File: src/rtl/covox_pwm_dac.sv
// Covox-style 8-bit DAC on port #FB, mixed with beeper/tape-out and sent out as a 1-bit stream.
// Default build is PWM; define COVOX_SIGMA_DELTA_EN for a first-order sigma-delta modulator.
module covox_pwm_dac #(
    parameter logic [7:0] BEEP_LEVEL = 8'd64,
    parameter logic [7:0] TAPE_LEVEL = 8'd16
) (
    input  logic       cpu_clock,
    input  logic       reset,
    input  logic       covox_wr,
    input  logic [7:0] d,
    input  logic       beeper,
    input  logic       tapeout,
    input  logic       enable,
    output logic [7:0] sample,
    output logic       dac_out
);

    logic       wr_q;
    logic       wr_edge;
    logic [7:0] sample_q, sample_d;
    logic [9:0] mix_sum;
    logic [7:0] mix_q, mix_d;
    logic       dac_q, dac_d;

    // Only the rising edge of the strobe loads, so a long strobe is one write.
    assign wr_edge = covox_wr & ~wr_q;

    always_comb begin
        sample_d = sample_q;
        if (wr_edge) begin
            sample_d = d;
        end
    end

    always_comb begin
        mix_sum = {2'b00, sample_q};
        if (beeper) begin
            mix_sum = mix_sum + {2'b00, BEEP_LEVEL};
        end
        if (tapeout) begin
            mix_sum = mix_sum + {2'b00, TAPE_LEVEL};
        end
        mix_d = (mix_sum > 10'd255) ? 8'hFF : mix_sum[7:0];
    end

    always_ff @(posedge cpu_clock or negedge reset) begin
        if (!reset) begin
            wr_q     <= 1'b0;
            sample_q <= 8'h00;
            mix_q    <= 8'h00;
        end else begin
            wr_q     <= covox_wr;
            sample_q <= sample_d;
            mix_q    <= mix_d;
        end
    end

`ifdef COVOX_SIGMA_DELTA_EN

    logic [8:0] acc_q, acc_d;

    // The carry out of the 8-bit accumulator is the 1-bit density-modulated output.
    always_comb begin
        acc_d = {1'b0, acc_q[7:0]} + {1'b0, mix_q};
        dac_d = enable & acc_q[8];
    end

    always_ff @(posedge cpu_clock or negedge reset) begin
        if (!reset) begin
            acc_q <= 9'h000;
            dac_q <= 1'b0;
        end else begin
            acc_q <= acc_d;
            dac_q <= dac_d;
        end
    end

`else

    logic [7:0] cnt_q, cnt_d;
    logic [7:0] level_q, level_d;

    // Level only changes at the wrap so every period carries one whole pulse.
    always_comb begin
        cnt_d   = cnt_q + 8'd1;
        level_d = (cnt_q == 8'hFF) ? mix_q : level_q;
        dac_d   = enable & (cnt_q < level_q);
    end

    always_ff @(posedge cpu_clock or negedge reset) begin
        if (!reset) begin
            cnt_q   <= 8'h00;
            level_q <= 8'h00;
            dac_q   <= 1'b0;
        end else begin
            cnt_q   <= cnt_d;
            level_q <= level_d;
            dac_q   <= dac_d;
        end
    end

`endif

    assign sample  = sample_q;
    assign dac_out = dac_q;

endmodule

File: config.mk
export PLATFORM = sky130hd
export DESIGN_NAME = covox_pwm_dac
export DESIGN_NICKNAME = d
export VERILOG_FILES = /design/src/rtl/covox_pwm_dac.sv
export SDC_FILE = /design/constraint.sdc
export NUM_CORES = 1
export LEC_CHECK = 0
export CORE_MARGIN = 1.5
export CORE_UTILIZATION = 57
export CTS_CLUSTER_SIZE = 14
export DETAILED_ROUTE_END_ITERATION = 6
export PLACE_DENSITY = 0.95
export SLEW_MARGIN = 20
export SYNTH_ARGS = -nofsm -noshare
export SYNTH_HDL_FRONTEND = slang
export SYNTH_SLANG_ARGS = --single-unit
File: constraint.sdc
create_clock -name cpu_clock -period 2.8 [get_ports cpu_clock]
set_input_delay 0.28 -clock cpu_clock [delete_from_list [all_inputs] [get_ports cpu_clock]]
set_output_delay 0.28 -clock cpu_clock [all_outputs]
set_load 0.005 [all_outputs]
==> metrics.txt <==
status=finished clean; sw frac=23.8%; Initial Util=59.9%; GP Congestion=0.771; Fin Clk Skew=0.0112 ns; first-pass GRT wire length=~5 mm; critical path type=flop to flop; CTS tree=done; IO buf count=22; hold violation count in the final report=0; Pre-antenna DRT Iters=4; worst-path fanout max=13; die width=56.6 um; Leak=0.857 nW; dpl ws=0.793 ns; R2R Path End=mix_q[4]$_DFF_PN0_; max-slew violations=0; Post-Syn Nets=160; Setup crit start kind=flop; DR DRC count=0; distinct cell type count after synthesis=38; die area=3200 sq um; Syn-to-layout area delta=19.6%; fin nets=186; endpoints failing setup=0; Critical Path End Type=flop; Num CTS Buffers=5; clk buf depth=2; sequential fraction of the synthesis area=roughly half; Synth Instances=136; # Post-CTS Setup Buffers=0; initial antenna violation count=0; WHS=around 0.33 ns; Worst-path clk slew=0.10 ns; peak supply drop=0.680 mV; vias per cell=5.66; CP arrival=2.17 ns; post-synthesis register bit count=34; Fillers=193; chip height=between 50 and 60 um; Sum Neg Setup Slack=0 ns; Hold Path Class=input port to async pin; multi-input logic area=736 sq um; minimum clock period=1.96 ns; relative slew slack=59.0%; RSZ-0062 raised after global routing=false; combinational fraction of design power=16.0%; Sequential Area=851 sq um; layout cell share with drive strength beyond 1=around 17%; Seq pwr share=52.0%; max-capacitance violation count=0; YS warnings=0; hold_buf cts=0; CP required=3.01 ns; crit-path cells=ha_1 > nand2_1 > or4_1 > mux2i_1 > a31oi_1; Clock Power Share=around a third; RR Startpoint=sample[6]$_DFFE_PN0P_; Detailed Place HPWL=2.15 mm; Ports=23; CP max stage cell=dfrtp_1; Final Cycle Share=a little over two thirds; NetSw=0.257 mW; vias in the first global route=1144; cell area after synthesis=about 1600 sq um; H-Tree Depth=2; Worst-Margin Slew=roughly 0.61 ns; core area=between 2000 and 3000 sq um; syn avg cell area=12.0 sq um; final WL=2.91 mm; global-route usage over all layers=21.3%; final worst slack=approximately 0.84 ns; ANT cells=0; fmax=511 MHz; post-CTS sizing=0; CP peak stage delay=0.53 ns; CTS Sinks=34; Power Density=550 nW/um^2; # rows=19; Routed Antenna Nets=0; wire per inst=approximately 15 um; Vias=1098; grt ovf=0; maximum number of pins on one net before global-route repair=35; number of DRC markers in iteration 0=20; Worst-Skew Late Latency=0.34 ns; flop2flop setup slack=0.84 ns; Root Buffer=clkbuf_4; reg2reg path depth=5; cell-internal power=0.821 mW
## worst max-delay path: cells and delay by family, from the launching register on
kind / cells / cell delay (ns)
and+or+nand+nor: 2 / 0.64
DFF: 1 / 0.53
adders and majority gates: 1 / 0.42
muxes: 1 / 0.14
AOI/OAI and AO/OA: 1 / 0.11
## cell usage after synthesis, drive strengths merged
cell     n  area share [%]
dfrtp   34              52
mux2    16              11
ha      10             7.6
inv      8             1.8
nand2b   7             2.7
nand2    6             1.5
a211oi   4             1.8
nor3     4             1.2
xnor2    4             2.1
a21oi    3             1.1
buf      3             1.1
nand3b   3             1.4
o21ai    3            0.92
xor2     3             1.6
and2     2            0.76
and3     2            0.84
mux2i    2             1.2
nand3    2            0.61
nor2     2            0.46
nor2b    2            0.76
nor3b    2            0.92
or3      2            0.76
a21boi   1            0.46
a22oi    1            0.46
a31o     1            0.53
a31oi    1            0.38
a41oi    1            0.53
and2b    1            0.53
and4     1            0.53
clkbuf   1            0.23
nand4    1            0.38
nand4b   1            0.53
o41a     1            0.69
or4      1            0.46
## flip-flops by register name, summed over array words and instances, names as in the netlist
name	flops
wr_q	1
cnt_q	8
dac_out	1
mix_q	8
level_q	8
sample	8
## power groups by stage
stage | Combinational (mW) | Sequential (mW) | Clock, mW
after detailed placement | 0.169 | 0.570 | 0
after global placement | 0.160 | 0.566 | 0
after floorplan | 0.0934 | 0.561 | 0
final | 0.172 | 0.560 | 0.345
after CTS | 0.173 | 0.561 | 0.353
after global routing | 0.189 | 0.567 | 0.371
## worst max-delay path by stage
| stage | start | end | slack, ns |
|---|---|---|---|
| 3_5_place_dp | beeper | mix_q[7]$_DFF_PN0_ | 0.79 |
| 4_1_cts | sample[6]$_DFFE_PN0P_ | mix_q[4]$_DFF_PN0_ | 0.87 |
| 3_3_place_gp | beeper | mix_q[7]$_DFF_PN0_ | 0.87 |
| 5_1_grt | sample[6]$_DFFE_PN0P_ | mix_q[4]$_DFF_PN0_ | 0.70 |
| 6_report | sample[6]$_DFFE_PN0P_ | mix_q[4]$_DFF_PN0_ | 0.84 |
| 2_1_floorplan | sample[7]$_DFFE_PN0P_ | mix_q[6]$_DFF_PN0_ | 1.16 |
## metrics by stage
stage	power (mW)	cell area, sq um	cells	utilization, %
global placement	0.725	1880	186	68.9
global route	1.13	1960	194	71.6
finish	1.08	1960	194	71.6
floorplan	0.654	1640	136	-
CTS	1.09	1960	194	71.6
detailed placement	0.739	1880	186	68.9
## layer usage
layer | routed length (um) | GRT usage (%) | vias up
met5 | 0 | 0 | -
li1 | - | - | 533
met2 | 1570 | 37.9 | 28
met4 | 53 | 7.14 | 0
met1 | 1150 | 23.1 | 529
met3 | 137 | 7.83 | 8
## kinds of logic after synthesis
| family | after synthesis | share of synthesized area, % |
|---|---|---|
| AOI/OAI and AO/OA | 16 | 6.95 |
| xor gates and xnor gates | 7 | 3.74 |
| adders and majority gates | 10 | 7.64 |
| buffers and inverters | 12 | 3.13 |
| DFF | 34 | 51.9 |
| muxes | 18 | 12.2 |
| and+or+nand+nor | 39 | 14.4 |
## cell usage in the layout, fill, tap and decap left out, types with 3 or more instances in the layout
cell             count
nand2b_1             7
inv_1                8
ha_1                10
xnor2_1              4
nand3b_1             3
clkbuf_4             5
a211oi_1             4
nand2_1              5
o21ai_0              3
mux2_2              16
clkdlybuf4s50_1     22
nor3_1               4
xor2_1               3
dfrtp_1             34
## layout make-up
class	instances	share of cell area, %
Clock buffer	7	2.30
Clock inverter	1	1.53
Inverter	8	1.53
Multi-Input combinational cell	90	37.6
Sequential cell	34	43.5
Tap cell	31	1.98
Timing Repair Buffer	23	11.6
No activity file was read; power rests on OpenSTA's default activity.
